File: src/rtl/synth_frame_loader.sv
// Frame loader: assembles SPI bytes into a shadow synth_t and commits whole frames atomically.
// Build option: define FRAME_CRC_EN to expect a trailing CRC-8 (poly 0x07) byte per frame.

package protocol_pkg;

    localparam int unsigned NUM_WAVE_GENS = 2;

    typedef enum logic [1:0] {
        SQUARE = 2'd0,
        SAW    = 2'd1,
        SIN    = 2'd2,
        TRI    = 2'd3
    } shape_e;

    typedef struct packed {
        logic [31:0] freq;
        shape_e      shape;
    } wave_gen_t;

    typedef struct packed {
        wave_gen_t [NUM_WAVE_GENS-1:0] wave_gens;
        logic [31:0]                   volume;
    } synth_t;

    function automatic synth_t reset_synth_t();
        synth_t r;
        r = '0;
        for (int i = 0; i < int'(NUM_WAVE_GENS); i++) begin
            r.wave_gens[i].shape = SIN;
        end
        return r;
    endfunction

endpackage

module synth_frame_loader
    import protocol_pkg::*;
#(
    parameter int unsigned TIMEOUT_CYCLES = 4096
) (
    input  logic        clk,
    input  logic        rst,
    input  logic        frame_start,
    input  logic        frame_end,
    input  logic        byte_valid,
    input  logic [7:0]  byte_data,
    output synth_t      synth_out,
    output logic        synth_update,
    output logic        busy,
    output logic [7:0]  frame_err_cnt
);

    localparam int unsigned P = $bits(synth_t);
    localparam int unsigned B = (P + 7) / 8;
`ifdef FRAME_CRC_EN
    localparam int unsigned NBYTES = B + 1;
`else
    localparam int unsigned NBYTES = B;
`endif
    localparam int unsigned SAT = NBYTES + 1;
    localparam int unsigned CW  = $clog2(SAT + 1);
    localparam int unsigned TW  = $clog2(TIMEOUT_CYCLES + 1);

    typedef enum logic [1:0] {
        S_IDLE,
        S_RECV,
        S_COMMIT,
        S_ERR
    } state_e;

    state_e          state_q, state_d;
    logic [P-1:0]    shadow_q, shadow_d;
    logic [CW-1:0]   cnt_q, cnt_d, cnt_b;
    logic [TW-1:0]   idle_q, idle_d;
    synth_t          synth_q, synth_d;
    logic            upd_q, upd_d;
    logic            busy_q;
    logic [7:0]      err_q, err_d;
    logic            take, frame_ok, err_inc;

`ifdef FRAME_CRC_EN
    logic [7:0] crc_q, crc_d, crc_b;

    // MSB-first CRC-8, one byte per call; a correct trailing CRC drives the remainder to zero.
    function automatic logic [7:0] crc8_step(input logic [7:0] crc, input logic [7:0] data);
        logic [7:0] c;
        c = crc ^ data;
        for (int i = 0; i < 8; i++) begin
            c = c[7] ? ((c << 1) ^ 8'h07) : (c << 1);
        end
        return c;
    endfunction
`endif

    always_ff @(posedge clk or posedge rst) begin
        if (rst) begin
            state_q  <= S_IDLE;
            shadow_q <= '0;
            cnt_q    <= '0;
            idle_q   <= '0;
            synth_q  <= reset_synth_t();
            upd_q    <= 1'b0;
            busy_q   <= 1'b0;
            err_q    <= 8'd0;
`ifdef FRAME_CRC_EN
            crc_q    <= 8'd0;
`endif
        end else begin
            state_q  <= state_d;
            shadow_q <= shadow_d;
            cnt_q    <= cnt_d;
            idle_q   <= idle_d;
            synth_q  <= synth_d;
            upd_q    <= upd_d;
            busy_q   <= (state_d == S_RECV);
            err_q    <= err_d;
`ifdef FRAME_CRC_EN
            crc_q    <= crc_d;
`endif
        end
    end

    // frame_start clears the frame context first so a coincident byte becomes byte 0.
    always_comb begin
        state_d  = state_q;
        synth_d  = synth_q;
        upd_d    = 1'b0;
        err_inc  = 1'b0;
        shadow_d = shadow_q;
        cnt_b    = frame_start ? '0 : cnt_q;
        cnt_d    = cnt_b;
        take     = byte_valid && (frame_start || (state_q == S_RECV));
        idle_d   = (frame_start || take) ? '0 : idle_q;
`ifdef FRAME_CRC_EN
        crc_b    = frame_start ? 8'd0 : crc_q;
        crc_d    = crc_b;
`endif

        if (take) begin
            // Shadow holds only the P payload bits; pad bits fall off the top.
            if (cnt_b < CW'(B)) begin
                shadow_d = {shadow_q[P-9:0], byte_data};
            end
`ifdef FRAME_CRC_EN
            if (cnt_b < CW'(NBYTES)) begin
                crc_d = crc8_step(crc_b, byte_data);
            end
`endif
            if (cnt_b != CW'(SAT)) begin
                cnt_d = cnt_b + CW'(1);
            end
        end else if (!frame_start && (state_q == S_RECV)) begin
            idle_d = idle_q + TW'(1);
        end

`ifdef FRAME_CRC_EN
        frame_ok = (cnt_d == CW'(NBYTES)) && (crc_d == 8'd0);
`else
        frame_ok = (cnt_d == CW'(NBYTES));
`endif

        case (state_q)
            S_RECV: begin
                if (frame_start) begin
                    err_inc = 1'b1;
                end else if (frame_end) begin
                    if (frame_ok) begin
                        state_d = S_COMMIT;
                        synth_d = synth_t'(shadow_d);
                        upd_d   = 1'b1;
                    end else begin
                        state_d = S_ERR;
                        err_inc = 1'b1;
                    end
                end else if (!byte_valid && (idle_q == TW'(TIMEOUT_CYCLES - 1))) begin
                    state_d = S_ERR;
                    err_inc = 1'b1;
                end
            end
            default: begin
                state_d = frame_start ? S_RECV : S_IDLE;
            end
        endcase

        err_d = (err_inc && (err_q != 8'hFF)) ? err_q + 8'd1 : err_q;
    end

    assign synth_out     = synth_q;
    assign synth_update  = upd_q;
    assign busy          = busy_q;
    assign frame_err_cnt = err_q;

endmodule

File: config.mk
export PLATFORM = sky130hd
export DESIGN_NAME = synth_frame_loader
export DESIGN_NICKNAME = d
export VERILOG_FILES = /design/src/rtl/synth_frame_loader.sv
export SDC_FILE = /design/constraint.sdc
export NUM_CORES = 1
export LEC_CHECK = 0
export CAP_MARGIN = 10
export CORE_MARGIN = 2
export CORE_UTILIZATION = 50
export CTS_CLUSTER_SIZE = 24
export DETAILED_ROUTE_END_ITERATION = 7
export GPL_ROUTABILITY_DRIVEN = 0
export PLACE_DENSITY = 0.76
export SETUP_SLACK_MARGIN = 0.15
export SYNTH_ARGS = -nofsm -noshare
export SYNTH_HDL_FRONTEND = slang
export SYNTH_SLANG_ARGS = --single-unit
File: constraint.sdc
create_clock -name clk -period 8.03 [get_ports clk]
set_input_delay 1.606 -clock clk [delete_from_list [all_inputs] [get_ports clk]]
set_output_delay 1.606 -clock clk [all_outputs]
set_load 0.005 [all_outputs]
==> results of run 1 <==
## metrics by stage
| step | std cells | util, % |
|---|---|---|
| after detailed placement | 909 | 57.42 |
| after global placement | 909 | 57.42 |
| final | 951 | 61.64 |
| after CTS | 951 | 61.64 |
| after floorplan | 575 | - |
| after global routing | 951 | 61.64 |
## kinds of logic after synthesis
logic type / count (synthesis) / synth area share (%)
DFF: 229 / 61.31
muxes: 201 / 27.78
and+or+nand+nor: 76 / 4.282
buffers and inverters: 29 / 3.184
AOI/OAI and AO/OA: 19 / 1.365
xor gates and xnor gates: 18 / 1.686
adders and majority gates: 3 / 0.4014
## worst paths after layout
check	from	to	slack, ns	cells after the start
max	frame_start	synth_out[34]	3.14	10
min	frame_err_cnt[6]	frame_err_cnt[6]	0.49	1
max reg2reg	cnt_q[0]	synth_out[34]	4.51	10
min reg2reg	frame_err_cnt[6]	frame_err_cnt[6]	0.49	1
max in group asynchronous	rst	synth_out[13]	4.61	3
min in group asynchronous	rst	shadow_q[95]	1.69	2
## report_power, final
part | total [mW] | switching, mW | internal (mW)
Sequential | 1.53 | 0.136 | 1.39
Clock | 1.08 | 0.426 | 0.656
Combinational | 0.454 | 0.199 | 0.255
## placed cells by master (no fill, tap or decap), types with 3 or more instances in the layout
cell type / instances
nand3_1: 10
mux2_4: 89
ha_1: 3
nor2b_1: 3
clkbuf_16: 23
mux2_2: 112
o21ai_0: 5
xor2_1: 14
nor2_1: 19
nor3_1: 6
clkbuf_1: 3
nand2_1: 16
clkdlybuf4s50_1: 122
nor3b_1: 3
clkinv_2: 6
dfrtp_1: 227
xnor2_1: 4
clkbuf_8: 7
a21oi_1: 5
and3_1: 5
## area by class of cell
type,count,share of cell area [%]
flip-flops and latches,229,50.22
repair buffers,125,11.01
multi-input cells,317,29.16
well taps,234,2.565
inverters,4,0.1973
clock buffers,33,5.985
clock inverters,9,0.8659
## state kept, by name, summed over array words and instances, names as in the netlist
name	flops
shadow_q	100
synth_out	100
idle_q	13
frame_err_cnt	8
cnt_q	4
state_q	2
busy	1
synth_update	1
## worst max-delay path, stage by stage
cell             delay, ns
clkdlybuf4s50_1       0.72
nor2b_1               0.16
ha_1                  0.30
nand3_1               0.14
nor3b_1               0.28
o31ai_2               0.12
a21oi_4               0.26
and3_4                0.74
buf_12                0.47
mux2_2                0.39
## per-layer routing
metal  GRT usage (%)  vias up  share of wire [%]
li1                -     2272                  -
met1           24.40     2563                 44
met2           29.11      119                 48
met3           4.110       33                5.5
met4           5.684        0                2.3
met5               0        -                  0
==> metrics.cfg, run 1 <==
[sta]
fin_crit_sh_pct=60.95
worst_max_slew_pin_slew_ns=1.056
timing.final.crit_period_ns=4.894
timing.final.setup_violations=0
slew_headroom_pct=29.57
timing_max_transition_violations_final=0
setup_repair_after_global_routing_missed_its_margin=no
worst_hold_slack_ns=0.4945
fin_ws_ns=3.136
setup-tns-final_ns=0
max_clock_freq_mhz=204.3
finalHoldViolations=0
clock_skew_ns=0.009948

[detailed_routing]
drcViolationCount=0
detailed_router_s_first_iteration_violation_count=262
detail_route.first_pass.iterations=4
vias_per_cell=5.244
detail_route.wl_per_cell_um=18.28
routed_wirelength_mm=17.38
ant_nets=0
num_vias=4987

[layout]
fraction_of_layout_cells_with_a_size_suffix_above_1_pct=35.29
post_layout_net_count=716
sequential_cell_area_sq_um=5733
n_antenna_cell=0
layout.filler_cells=1346
multi_input_comb_area_sq_um=3328
fin_area_sq_um=11410
area.growth.synth_to_final_pct=22.06

[worst_setup_path]
cp.required_ns=8.41
setup.worst_path.end_class=flip-flop
crit_path_start_kind=input port
peak_fanout_along_the_critical_path=60
worst-setup-path-type=input port to flip-flop
worstPathArrival_ns=5.28

[global_route]
grt_overflow_total=0
wire_length_of_the_first_global_routing_pass_mm=29.07
first_global_vias=5442
groute.usage.overall_pct=17.98
grt_antenna_before_repair=0
grt_max_degree=146

[place]
dp_worst_setup_slack_ns=2.683
detailed_place_hpwl_mm=11.16
io_buffer_count=122
placed_cell_area_sq_um=10630

[clock_network]
post-cts-setup-buffer-count=0
tritoncts.num_buffers=23
clockBufferDepth=3
ctsRootBufferMaster=clkbuf_16
worst_skew_pair_later_pin_latency_ns=0.50
cts_sinks=229
count_of_instances_resized_after_the_clock_tree_is_built=0
cts_hold_buf=0
clock_tree_from_tritoncts=built
cts.htree.levels=1
clk_pin_slew_ns=0.06

[die]
die_height_um=140.8
core_sq_um=18520
dieWidth_um=140.8
floorplan.io_pins=123
placementRows=50
design.die.area_sq_um=19810
initial_utilization_pct=50.50

[yosys]
synth_nets=591
synth_seq_area_share_pct=61.31
synth_commonest_cells=dfrtp_1, mux2_2, mux2_4
post_synth_main_area_contributors=dfrtp_1, mux2_4, mux2_2, buf_12, xor2_1
postSynth.topFlopCell=dfrtp_1
yosysMostFrequentCell=dfrtp_1
netlist_area_sq_um=9351
syn-mean-instance-area_sq_um=16.26
synth-edff-count=0
synth_cells=575
postSynth.asyncResetShare_pct=100.0
synth_top_cell_area_share_pct=60.74
synthesis.yosys.warnings=0
yosys.area.top_type=dfrtp_1
postSynthRegisterBits=229
synth.distinct_cells=44

[power_and_ir_drop]
power.leakage_nw=5.106
power.total_mw=3.065
vdd.ir_drop.worst_v=0.0001697
pwr_density_cell_nw_per_um2=268.5

[min_path]
hold_path_class=flip-flop to flip-flop

[run_status]
status=completed

[run]
max_cap_viol_count=0

Note: power is estimated with default switching activity, not from simulation.
==> run 2: changes to the inputs <==
--- a/config.mk
+++ b/config.mk
@@ -7,11 +7,11 @@
 export LEC_CHECK = 0
 export CAP_MARGIN = 10
 export CORE_MARGIN = 2
-export CORE_UTILIZATION = 50
+export CORE_UTILIZATION = 55
 export CTS_CLUSTER_SIZE = 24
 export DETAILED_ROUTE_END_ITERATION = 7
 export GPL_ROUTABILITY_DRIVEN = 0
-export PLACE_DENSITY = 0.76
+export PLACE_DENSITY = 0.8
 export SETUP_SLACK_MARGIN = 0.15
 export SYNTH_ARGS = -nofsm -noshare
 export SYNTH_HDL_FRONTEND = slang
==> constraint.sdc (replaced) <==
create_clock -name clk -period 5 [get_ports clk]
set_input_delay 1 -clock clk [delete_from_list [all_inputs] [get_ports clk]]
set_output_delay 1 -clock clk [all_outputs]
set_load 0.005 [all_outputs]
==> metrics.cfg, run 2 (synthesized netlist as in run 1, its figures left out) <==
[sta]
max_clock_freq_mhz=259.7
setup_repair_after_global_routing_missed_its_margin=no  ; unchanged
fin_crit_sh_pct=77.01
clock_skew_ns=0.01346  ; was 0.009948 ns
worst_hold_slack_ns=0.4934  ; was 0.4945 ns
worst_max_slew_pin_slew_ns=0.6229  ; was 1.056 ns
timing_max_transition_violations_final=0  ; unchanged
slew_headroom_pct=58.47  ; was 29.57%
setup-tns-final_ns=0  ; unchanged
timing.final.crit_period_ns=3.851
finalHoldViolations=0  ; unchanged
timing.final.setup_violations=0  ; unchanged

[worst_setup_path]
r2r-start=cnt_q[0]  ; unchanged
critPathMaxStageDelay_ns=0.71  ; was 0.74 ns
setup.worst_path.end_class=flip-flop  ; unchanged
critPathBufInv=2  ; unchanged
cp.required_ns=5.38  ; was 8.41 ns
r2r_cells=10  ; unchanged
r2r_setup_slack_ns=1.89  ; was 4.51 ns
crit_path_start_kind=input port  ; unchanged
reg2reg_to=synth_out[32]  ; was synth_out[34]
path_cells=clkdlybuf4s50_1 -> nor2b_1 -> ha_1 -> nand3_1 -> nor3b_1 -> o31ai_2 -> a21oi_4 -> and3_4 -> buf_12 -> mux2_2  ; unchanged
peak_fanout_along_the_critical_path=34  ; was 60
gate_family_responsible_for_the_most_delay_along_the_worst_path=simple AND/OR/NAND/NOR gates  ; unchanged
worstPathArrival_ns=4.23  ; was 5.28 ns
slowest_stage=clkdlybuf4s50_1  ; was and3_4
worst-setup-path-type=input port to flip-flop  ; unchanged

[global_route]
wire_length_of_the_first_global_routing_pass_mm=28.80  ; was 29.07 mm
grt_max_degree=117  ; was 146
first_global_vias=5460  ; was 5442
groute.usage.overall_pct=19.76  ; was 17.98%
grt_antenna_before_repair=0  ; unchanged
grt_overflow_total=0  ; unchanged

[power_and_ir_drop]
intPower_mw=3.851  ; was 2.304 mW
pwr_density_cell_nw_per_um2=441.1  ; was 268.5 nW/um^2
vdd.ir_drop.worst_v=0.0002684  ; was 0.0001697 V
p_switching_mw=1.244  ; was 760.5 uW
power_frac_comb_pct=14.4  ; was 14.8%
power.leakage_nw=5.170  ; was 5.106 nW
share_seq_of_total_power_pct=48.3  ; was 49.9%
power.total_mw=5.095  ; was 3.065 mW
clock_power_share_pct=37.3  ; was 35.3%
switching_share_pct=24.42  ; was 24.81%

[clock_network]
clk_pin_slew_ns=0.06  ; about the same
ctsRootBufferMaster=clkbuf_16  ; unchanged
cts_sinks=229  ; unchanged
post-cts-setup-buffer-count=0  ; unchanged
clock_tree_from_tritoncts=built  ; unchanged
cts_hold_buf=0  ; unchanged
count_of_instances_resized_after_the_clock_tree_is_built=0  ; unchanged
clockBufferDepth=3  ; unchanged
cts.htree.levels=1  ; unchanged
tritoncts.num_buffers=23  ; unchanged
worst_skew_pair_later_pin_latency_ns=0.50  ; about the same

[layout]
fin_area_sq_um=11550  ; was 11410 sq um
n_antenna_cell=0  ; unchanged
fraction_of_layout_cells_with_a_size_suffix_above_1_pct=35.78  ; was 35.29%
layout.filler_cells=1126  ; was 1346
final_instance_count_excl_fillers=941  ; was 951
area.growth.synth_to_final_pct=23.53  ; was 22.06%
final_common_cell=dfrtp_1  ; unchanged
post_layout_net_count=720  ; was 716
most_frequent_cells_in_the_layout=dfrtp_1, clkdlybuf4s50_1, mux2_2  ; unchanged

[detailed_routing]
vias_per_cell=5.299  ; was 5.244
detail_route.wl_per_cell_um=18.42  ; was 18.28 um
routed_wirelength_mm=17.33  ; was 17.38 mm
num_vias=4986  ; was 4987
ant_nets=0  ; unchanged
detail_route.first_pass.iterations=4  ; unchanged
drcViolationCount=0  ; unchanged
detailed_router_s_first_iteration_violation_count=190  ; was 262

[min_path]
holdCritStartpoint=shadow_q[94]  ; was frame_err_cnt[6]
worstHoldPathCells=1  ; unchanged
worstHoldEndpoint=shadow_q[94]  ; was frame_err_cnt[6]
hold_path_class=flip-flop to flip-flop  ; unchanged

[die]
die_height_um=134.4  ; was 140.8 um
design.die.area_sq_um=18060  ; was 19810 sq um
dieWidth_um=134.4  ; was 140.8 um
core_sq_um=16580  ; was 18520 sq um
floorplan.io_pins=123  ; unchanged
initial_utilization_pct=56.39  ; was 50.50%
placementRows=47  ; was 50

[place]
io_buffer_count=122  ; unchanged
dp.cells=899  ; was 909
detailed_place_hpwl_mm=11.32  ; was 11.16 mm
placed_cell_area_sq_um=10700  ; was 10630 sq um

[run]
max_cap_viol_count=0  ; unchanged

[run_status]
status=completed  ; unchanged

==> run 2: metrics by stage <==
stage | setup WS, ns | utilization (%)
5_1_grt | 0.9959 | 69.66
3_3_place_gp | 0.8975 | 64.55
3_5_place_dp | 0.7058 | 64.55
4_1_cts | 1.223 | 69.66
2_1_floorplan | 1.008 | -
6_report | 1.149 | 69.66
==> run 2: worst max path at each step <==
stage | from | cells past startpoint | endpoint | slack, ns
6_report | frame_start | 10 | synth_out[32] | 1.15
2_1_floorplan | rst | 1 | busy | 1.01
5_1_grt | frame_start | 10 | synth_out[32] | 1.0
3_5_place_dp | frame_start | 10 | synth_out[98] | 0.71
3_3_place_gp | frame_start | 11 | synth_out[90] | 0.90
4_1_cts | frame_start | 11 | synth_out[32] | 1.22
==> run 2: layout make-up <==
type	count	area (sq um)	share of cell area, %
clock buffer	28	624.3	5.405
sequential	229	5733	49.63
clock inverter	14	224.0	1.939
multi-input combinational	317	3328	28.81
tap	220	275.3	2.383
timing repair buffer	129	1349	11.68
inverter	4	18.77	0.1625
==> run 2: layer usage <==
| metal | GRT usage [%] | wire (um) | part of all wire (%) |
|---|---|---|---|
| met1 | 26.96 | 7651 | 44 |
| met2 | 32.57 | 8485 | 49 |
| met3 | 4.497 | 937 | 5.4 |
| met4 | 4.795 | 257 | 1.5 |
| met5 | 0 | 0 | 0 |
==> run 2: power by group through the flow <==
stage,combinational [mW],clock (mW),sequential [mW]
2_1_floorplan,0.554,0,2.41
5_1_grt,0.809,2.02,2.51
3_3_place_gp,0.691,0,2.46
4_1_cts,0.743,1.94,2.46
6_report,0.736,1.90,2.46
3_5_place_dp,0.734,0,2.49
